--- src/rtl/typing_round_sequencer.sv ---
// Typing game round sequencer: get-ready interval, timed play rounds,
// level advance on word count, and game-over / win endings.
module typing_round_sequencer #(
   parameter int TICKS_PER_SEC   = 150000000,
   parameter int READY_SECS      = 3,
   parameter int BASE_TIME       = 30,
   parameter int TIME_STEP       = 3,
   parameter int MIN_TIME        = 6,
   parameter int WORDS_PER_LEVEL = 5,
   parameter int MAX_LEVEL       = 8
) (
   input  logic       clk,
   input  logic       reset,
   input  logic       start,
   input  logic       pause,
   input  logic       word_done,
   output logic [3:0] level,
   output logic [7:0] secs_left,
   output logic [3:0] words_left,
   output logic       play_en,
   output logic       sec_tick,
   output logic       level_up,
   output logic       game_over,
   output logic       win,
   output logic [2:0] state
);

   typedef enum logic [2:0] {
      S_IDLE      = 3'd0,
      S_READY     = 3'd1,
      S_PLAY      = 3'd2,
      S_LEVEL_UP  = 3'd3,
      S_GAME_OVER = 3'd4,
      S_WIN       = 3'd5
   } state_t;

   localparam int PW = (TICKS_PER_SEC > 1) ? $clog2(TICKS_PER_SEC) : 1;
   localparam logic [PW-1:0] TC = PW'(TICKS_PER_SEC - 1);
   localparam logic [7:0] RDY = 8'(READY_SECS);
   localparam logic [3:0] WPL = 4'(WORDS_PER_LEVEL);
   localparam logic [3:0] MAXL = 4'(MAX_LEVEL);

   state_t        state_q, state_d;
   logic [3:0]    level_q, level_d;
   logic [7:0]    secs_q, secs_d;
   logic [3:0]    words_q, words_d;
   logic [PW-1:0] presc_q, presc_d;
   logic          tick_q, tick_d;
   logic          lup_q, lup_d;
   logic          pen_q, pen_d;
   logic          go_q, go_d;
   logic          win_q, win_d;
   logic          run;
   logic          tick;

   // Play-time limit for a level, clamped at the floor; unsigned math
   // compares before subtracting so nothing goes negative.
   function automatic logic [7:0] limit_f(input logic [3:0] l);
      logic [15:0] red;
      red = (16'(l) - 16'd1) * 16'(TIME_STEP);
      if (16'(BASE_TIME) >= red + 16'(MIN_TIME))
         return 8'(16'(BASE_TIME) - red);
      else
         return 8'(MIN_TIME);
   endfunction

   // Next-state, counters and registered-output values.
   always_comb begin
      state_d = state_q;
      level_d = level_q;
      secs_d  = secs_q;
      words_d = words_q;
      presc_d = presc_q;
      tick_d  = 1'b0;
      lup_d   = 1'b0;

      run  = (state_q == S_READY || state_q == S_PLAY) && !pause;
      tick = run && (presc_q == TC);

      if (run)
         presc_d = tick ? '0 : presc_q + PW'(1);
      if (tick) begin
         tick_d = 1'b1;
         if (secs_q != 8'd0)
            secs_d = secs_q - 8'd1;
      end

      case (state_q)
         S_IDLE, S_GAME_OVER, S_WIN: begin
            if (start) begin
               state_d = S_READY;
               level_d = 4'd1;
               secs_d  = RDY;
               words_d = WPL;
            end
         end
         S_READY: begin
            if (tick && secs_q == 8'd1) begin
               state_d = S_PLAY;
               secs_d  = limit_f(level_q);
               words_d = WPL;
            end
         end
         S_PLAY: begin
            if (tick && secs_q == 8'd1) begin
               state_d = S_GAME_OVER;
               secs_d  = 8'd0;
            end
            // A word landing with the final tick still clears the level.
            if (!pause && word_done && words_q != 4'd0) begin
               words_d = words_q - 4'd1;
               if (words_q == 4'd1) begin
                  if (level_q < MAXL) begin
                     state_d = S_LEVEL_UP;
                     lup_d   = 1'b1;
                  end else begin
                     state_d = S_WIN;
                  end
               end
            end
         end
         S_LEVEL_UP: begin
            state_d = S_READY;
            level_d = level_q + 4'd1;
            secs_d  = RDY;
            words_d = WPL;
         end
         default: state_d = S_IDLE;
      endcase

      if (state_d != state_q)
         presc_d = '0;

      pen_d = (state_d == S_PLAY) && !pause;
      go_d  = (state_d == S_GAME_OVER);
      win_d = (state_d == S_WIN);
   end

   // State and output registers with synchronous reset.
   always_ff @(posedge clk) begin
      if (reset) begin
         state_q <= S_IDLE;
         level_q <= 4'd1;
         secs_q  <= 8'd0;
         words_q <= WPL;
         presc_q <= '0;
         tick_q  <= 1'b0;
         lup_q   <= 1'b0;
         pen_q   <= 1'b0;
         go_q    <= 1'b0;
         win_q   <= 1'b0;
      end else begin
         state_q <= state_d;
         level_q <= level_d;
         secs_q  <= secs_d;
         words_q <= words_d;
         presc_q <= presc_d;
         tick_q  <= tick_d;
         lup_q   <= lup_d;
         pen_q   <= pen_d;
         go_q    <= go_d;
         win_q   <= win_d;
      end
   end

   assign state      = state_q;
   assign level      = level_q;
   assign secs_left  = secs_q;
   assign words_left = words_q;
   assign play_en    = pen_q;
   assign sec_tick   = tick_q;
   assign level_up   = lup_q;
   assign game_over  = go_q;
   assign win        = win_q;

endmodule
--- config.mk ---
export PLATFORM = sky130hd
export DESIGN_NAME = typing_round_sequencer
export DESIGN_NICKNAME = d
export VERILOG_FILES = /design/src/rtl/typing_round_sequencer.sv
export SDC_FILE = /design/constraint.sdc
export NUM_CORES = 1
export LEC_CHECK = 0
export CAP_MARGIN = 10
export CELL_PAD_IN_SITES_DETAIL_PLACEMENT = 0
export CELL_PAD_IN_SITES_GLOBAL_PLACEMENT = 1
export CORE_UTILIZATION = 35
export CTS_CLUSTER_DIAMETER = 80
export DETAILED_ROUTE_END_ITERATION = 8
export PLACE_DENSITY_LB_ADDON = 0.1
export SYNTH_ARGS = -nofsm -noshare
export SYNTH_HDL_FRONTEND = slang
export SYNTH_SLANG_ARGS = --single-unit
export TNS_END_PERCENT = 5
--- constraint.sdc ---
create_clock -name clk -period 3.5 [get_ports clk]
set_clock_uncertainty 0.1 [all_clocks]
set_input_delay 0.525 -clock clk [delete_from_list [all_inputs] [get_ports clk]]
set_output_delay 0.525 -clock clk [all_outputs]
set_load 0.05 [all_outputs]
==> results of run 1 <==
cell type report:
type | count | area [µm²] | area share [%]
clock buffers | 7 | 97.6 | 2.34
multi-input cells | 321 | 2320 | 55.7
repair buffers | 49 | 450 | 10.8
well taps | 129 | 161 | 3.87
clock inverters | 1 | 8.76 | 0.210
inverters | 19 | 77.6 | 1.86
flip-flops and latches | 52 | 1050 | 25.2
registers in the layout (all words and copies together), names as in the netlist:
register / flops
game_over: 1
level: 4
level_up: 1
play_en: 1
presc_q: 28
sec_tick: 1
secs_left: 8
state: 3
win: 1
words_left: 4
metrics by stage:
step           hold slack [ns]  std cells
2_1_floorplan            0.362        408
3_3_place_gp             0.382        567
3_5_place_dp             0.387        567
4_1_cts                  0.402        575
5_1_grt                  0.424        578
6_report                 0.400        578
synth_stat cells, types with 2 or more instances:
cell	count
a211o_1	2
a211oi_1	4
a21boi_0	4
a21o_1	2
a21oi_1	11
a31oi_1	3
and2_1	2
and3_1	7
and4_1	3
clkbuf_1	14
dfxtp_1	52
ha_1	22
inv_1	19
mux2i_1	3
nand2_1	30
nand2b_1	3
nand3_1	12
nand3b_1	2
nand4_1	8
nand4b_1	3
nor2_1	44
nor2_2	5
nor2b_1	7
nor3_1	19
nor3_2	4
nor3b_1	2
nor4_1	8
nor4_2	2
o211ai_1	4
o21a_1	3
o21ai_0	15
o21bai_1	2
o22ai_1	6
or3_1	6
or4_1	2
or4_4	2
or4bb_1	2
xnor2_1	23
xor2_1	23
power by group through the flow:
stage / registers, mW / clock network [mW] / logic (mW)
6_report: 0.600 / 0.401 / 0.0993
4_1_cts: 0.600 / 0.414 / 0.100
3_3_place_gp: 0.614 / 0 / 0.0993
2_1_floorplan: 0.619 / 0 / 0.0616
3_5_place_dp: 0.614 / 0 / 0.0994
5_1_grt: 0.601 / 0.435 / 0.108
cell families (layout without fill, tap and decap cells):
| family | after synthesis | count (layout) |
|---|---|---|
| simple gates | 180 | 180 |
| xor+xnor | 46 | 46 |
| fa+ha+maj | 23 | 23 |
| flops | 52 | 52 |
| compound gates | 68 | 68 |
| buf+inv | 35 | 76 |
| mux | 4 | 4 |
critical path: cells and delay by family, from the launching register on:
kind                       cells  cell delay, ns
AOI/OAI and AO/OA              2            0.26
DFF                            1            0.40
and+or+nand+nor                3            0.98
xor gates and xnor gates       2            0.37
adders and majority gates      4            1.07
buffers and inverters          2            0.18
what timing repair did:
| action | CTS | global route |
|---|---|---|
| buffers inserted | 0 | 3 |
| setup endpoints to repair | 5 | 6 |
| pin swaps | 0 | 2 |
| resized for setup | 2 | 5 |
cell usage in the layout, fill, tap and decap left out, drive strengths merged, types with 6 or more instances in the layout:
| master | count |
|---|---|
| dfxtp | 52 |
| nor2 | 49 |
| nand2 | 30 |
| clkdlybuf4s50 | 28 |
| xnor2 | 23 |
| xor2 | 23 |
| nor3 | 23 |
| ha | 22 |
| buf | 21 |
| inv | 19 |
| o21ai | 15 |
| nand3 | 12 |
| a21oi | 12 |
| nor4 | 11 |
| nand4 | 9 |
| and3 | 7 |
| o22ai | 7 |
| nor2b | 7 |
| clkbuf | 7 |
| or3 | 6 |
worst paths after layout:
| kind | from | endpoint | slack (ns) | cells after the start |
|---|---|---|---|---|
| max reg2reg | level[1] | secs_left[0] | 0.08 | 13 |
| min reg2reg | presc_q[1] | presc_q[1] | 0.40 | 2 |
| min | presc_q[1] | presc_q[1] | 0.40 | 2 |
| max | level[1] | secs_left[0] | 0.08 | 13 |
layer usage:
metal | vias to the layer above | global-route usage (%) | wire [µm]
met5 | - | 0 | 0
met4 | 0 | 3.57 | 55
met3 | 4 | 2.64 | 326
met2 | 43 | 27.4 | 3630
met1 | 1442 | 24.0 | 4190
li1 | 1531 | - | -
==> results_dict.tcl, run 1 <==
set metrics [dict create \
    avgSynthCellArea_um2 8.39 \
    yosys.area.top_type "dfxtp_1" \
    period_minus_slack_ns 3.42 \
    first_pass_iters 4 \
    post-route-util_pct 44.5 \
    async_flop_share_pct 0 \
    initial_core_util_pct 36.5 \
    worst-slew-pin-transition_ns 0.541 \
    yosysSeqAreaShare_pct 30.4 \
    via_per_inst 5.22 \
    fp-row-count 35 \
    ys_types 62 \
    muxShareOfSynthArea_pct 1.53 \
    power_mw 1.10 \
    ys_seq_elements 52 \
    place_area_um2 4000 \
    synthAdderAreaFrac_pct 8.62 \
    antenna_cells 0 \
    synth_top_family_by_area "simple AND/OR/NAND/NOR gates" \
    worstSkewPairLatency_ns 0.31 \
    finalSetupViolCount 0 \
    grt_max_degree 22 \
    peakVddDrop_mv 0.187 \
    antenna_found_initial 0 \
    syn_inst 408 \
    clock-sinks 52 \
    p_sw_share_pct 25.6 \
    crit_fanout 6 \
    cts-root-buf "clkbuf_8" \
    p_sw_uw 282 \
    cts.path.max_buffers 2 \
    crit_required_ns 3.63 \
    io_pins 29 \
    critPathKind "reg -> reg" \
    rsz0062_at_grt "yes" \
    post-place-ws_ns -0.0117 \
    power.density_nw_per_um2 264 \
    vias 3020 \
    crit_slowest_cell "or4_4" \
    max_stage_delay_ns 0.48 \
    fin_crit_sh_pct 97.7 \
    coreArea_um2 9370 \
    yosys.area_share.simple_pct 29.5 \
    seqPwrFrac_pct 54.5 \
    grt_pass1_vias 2893 \
    hp-class "reg -> reg" \
    hold_buffers 0 \
    comb_power_share_pct 9.0 \
    synth-compound-area-share_pct 13.8 \
    path_cells "clkinvlp_4, ha_4, xor2_2, ha_1, ha_2, inv_2, fa_2, xor2_4, or3_4, nor2b_2, o32ai_2, or4_4, o22ai_1" \
    grt_pass1_wl_um 14000 \
    ant_nets 0 \
    arrival_ns 3.55 \
    maxCapViolCount 0 \
    fillers 966 \
    max_slew_margin_pct 63.5 \
    routed_wl_um 8210 \
    cts_tree "yes" \
    start_kind "flip-flop" \
    io_buffers 28 \
    place_congestion 0.808 \
    htreeDepth 2 \
    yosysWarnings 0 \
    status "finished clean" \
    fin_ws_ns 0.0807 \
    die_y_um 101 \
    routedWlPerCell_um 14.2 \
    p_leak_nw 1.52 \
    drc 0 \
    grt-ovfl-total 0 \
    setup.worst_path.end_class "flip-flop" \
    fin_nets 476 \
    drtIter0Drc 101 \
    layout-drive-gt1-share_pct 15.8 \
    dp.final_hpwl_um 6160 \
    die_w_um 101 \
    internal_power_uw 819 \
    drv_slew 0 \
    finalSetupTns_ns 0 \
    fp.dieArea_um2 10200 \
    power_frac_clock_pct 36.4 \
    synthTopCellsByArea "dfxtp_1 (30%), ha_1 (8.0%), xnor2_1 (5.9%)" \
    synth_area_um2 3420 \
    clk_pin_slew_ns 0.10 \
    area_delta_synth_final_pct 21.7 \
    yosysTopAreaCellShare_pct 30.4 \
    cts_buffers 5 \
    fin_area_um2 4170 \
    hold_viol_final 0 \
    grt_use_total_pct 17.0 \
    ys.flop_type "dfxtp_1" \
    max_freq_ghz 0.292 \
    syn_nets 436 \
    synth_edf_count 0 \
    synth_xor_area_share_pct 11.8 \
]
No activity file was read; power rests on OpenSTA's default activity.
==> run 2, diff against run 1 <==
Settings changed: ABC_CLOCK_PERIOD_IN_PS set to 3500.
==> results of run 2 <==
Same layout as run 1: the final DEF is identical, and so are final timing and power.
==> run 3, diff against run 2 <==
Settings changed: CORE_MARGIN set to 8.
==> run 3 against run 2 <==
Worst hold slack worse by 0.00060 ns. Sequential share of layout area rose by 0.098 points. Total power decreased by 4.4%. Flip-flop and latch count is the same. Clock power down 11%. Sequential power about the same. Non-clock buffer count stayed put. Worst setup slack better by 0.053 ns. Cell area is 0.27% lower. Highest routed layer unchanged.
==> results_dict.tcl, run 3 (synthesis results as in run 1) <==
set metrics [dict create \
    status "finished clean" \
    r2r-start "level[1]" \
    r2r_cells 13 \
    finalSetupTns_ns 0 \
    grt_use_total_pct 13.0 \
    setup.worst_path.end_class "flip-flop" \
    fp.dieArea_um2 13200 \
    period_minus_slack_ns 3.37 \
    layoutNonFillerInstCount 582 \
    routed_wl_um 8430 \
    worst-slew-pin-transition_ns 0.580 \
    clock-sinks 52 \
    die_w_um 115 \
    finalSetupViolCount 0 \
    clk_pin_slew_ns 0.11 \
    cts_buffers 5 \
    antenna_cells 0 \
    first_pass_iters 4 \
    cts.path.max_buffers 2 \
    grt_pass1_vias 2854 \
    area_delta_synth_final_pct 21.4 \
    grt_pass1_wl_um 14100 \
    worstHoldPathCells 2 \
    hold_viol_final 0 \
    io_pins 29 \
    fin_crit_sh_pct 96.2 \
    fp-row-count 36 \
    critPathKind "reg -> reg" \
    drtIter0Drc 130 \
    power.density_nw_per_um2 253 \
    hp-class "reg -> reg" \
    final_common_cell "dfxtp_1" \
    drv_slew 0 \
    top_register "presc_q" \
    grt_max_degree 22 \
    crit_required_ns 3.63 \
    fin_area_um2 4160 \
    ant_nets 0 \
    start_kind "flip-flop" \
    place_congestion 0.790 \
    holdPathEnd "presc_q[1]" \
    worstSkewPairLatency_ns 0.31 \
    fin_nets 476 \
    hp-start "presc_q[1]" \
    max_freq_ghz 0.297 \
    coreArea_um2 9640 \
    routedWlPerCell_um 14.5 \
    dp_cells 567 \
    hold_buffers 0 \
    grt-ovfl-total 0 \
    r2r_slack_ns 0.13 \
    max_slew_margin_pct 61.0 \
    vias 2887 \
    layout-drive-gt1-share_pct 16.5 \
    dp.final_hpwl_um 6300 \
    crit_fanout 6 \
    antenna_found_initial 0 \
    peakVddDrop_mv 0.154 \
    p_leak_nw 1.51 \
    io_buffers 28 \
    via_per_inst 4.96 \
    drc 0 \
    post-place-ws_ns 0.00259 \
    final_cell_mix "dfxtp_1 (48), nor2_1 (44), nand2_1 (30), clkdlybuf4s50_1 (28), xnor2_1 (23)" \
    maxCapViolCount 0 \
    largest_reg_flops 28 \
    fin_ws_ns 0.133 \
    initial_core_util_pct 35.5 \
    arrival_ns 3.50 \
    die_y_um 115 \
    r2r-end "secs_left[0]" \
    cts-root-buf "clkbuf_8" \
    htreeDepth 2 \
    cts_tree "yes" \
    place_area_um2 3960 \
]
run 3: worst max path at each step:
stage | startpoint | to | slack (ns) | cells after the start
3_5_place_dp | level[1] | secs_left[0] | 0.003 | 13
4_1_cts | level[1] | secs_left[0] | 0.09 | 12
3_3_place_gp | level[0] | secs_left[0] | 0.03 | 10
5_1_grt | level[1] | secs_left[0] | -0.01 | 13
6_report | level[1] | secs_left[0] | 0.13 | 13
2_1_floorplan | level[0] | secs_left[0] | -0.05 | 15
run 3: critical path: stages, from the launching register on:
cell and delay [ns]:
dfxtp_4 0.39, clkinvlp_4 0.15, ha_4 0.20, xor2_1 0.15, ha_1 0.29, ha_2 0.18
inv_2 0.04, fa_2 0.38, xor2_4 0.18, or3_4 0.37, nor2b_2 0.13, o32ai_2 0.11
or4_4 0.48, o22ai_1 0.16
run 3: layer usage:
layer | GRT usage (%) | up-vias | wire [µm]
met5 | 0 | - | 0
met4 | 2.63 | 0 | 51
met3 | 1.94 | 4 | 174
met2 | 21.6 | 22 | 3920
met1 | 17.4 | 1338 | 4280
li1 | - | 1523 | -
run 3: stage by stage:
step           hold WS (ns)  total power [mW]  utilization (%)
6_report              0.400              1.05             43.1
5_1_grt               0.422              1.10             43.1
4_1_cts               0.402              1.07             42.3
3_5_place_dp          0.387             0.709             41.1
3_3_place_gp          0.379             0.709             41.1
2_1_floorplan         0.362             0.681                -
run 3: repair_timing:
| item | in CTS | in global routing |
|---|---|---|
| setup buffers | 1 | 6 |
| endpoints found under the setup margin | 4 | 6 |
| resized for setup | 2 | 8 |
| pin swaps | 0 | 3 |
| hold endpoints to repair | 0 | 0 |
run 3: final cells by class:
cell class	instances	area (µm²)
Clock inverter	3	21.3
Sequential cell	52	1050
Tap cell	133	166
Inverter	19	77.6
Timing Repair Buffer	49	438
Clock buffer	5	68.8
Fill cell	1018	5480
Multi-Input combinational cell	321	2330
run 3: where the power goes:
group | leakage (nW) | internal [mW] | switching [mW]
sequential | 0.421 | 0.593 | 0.00735
clock | 0.0445 | 0.143 | 0.215
combinational | 1.04 | 0.0342 | 0.0602
total | 1.51 | 0.770 | 0.282
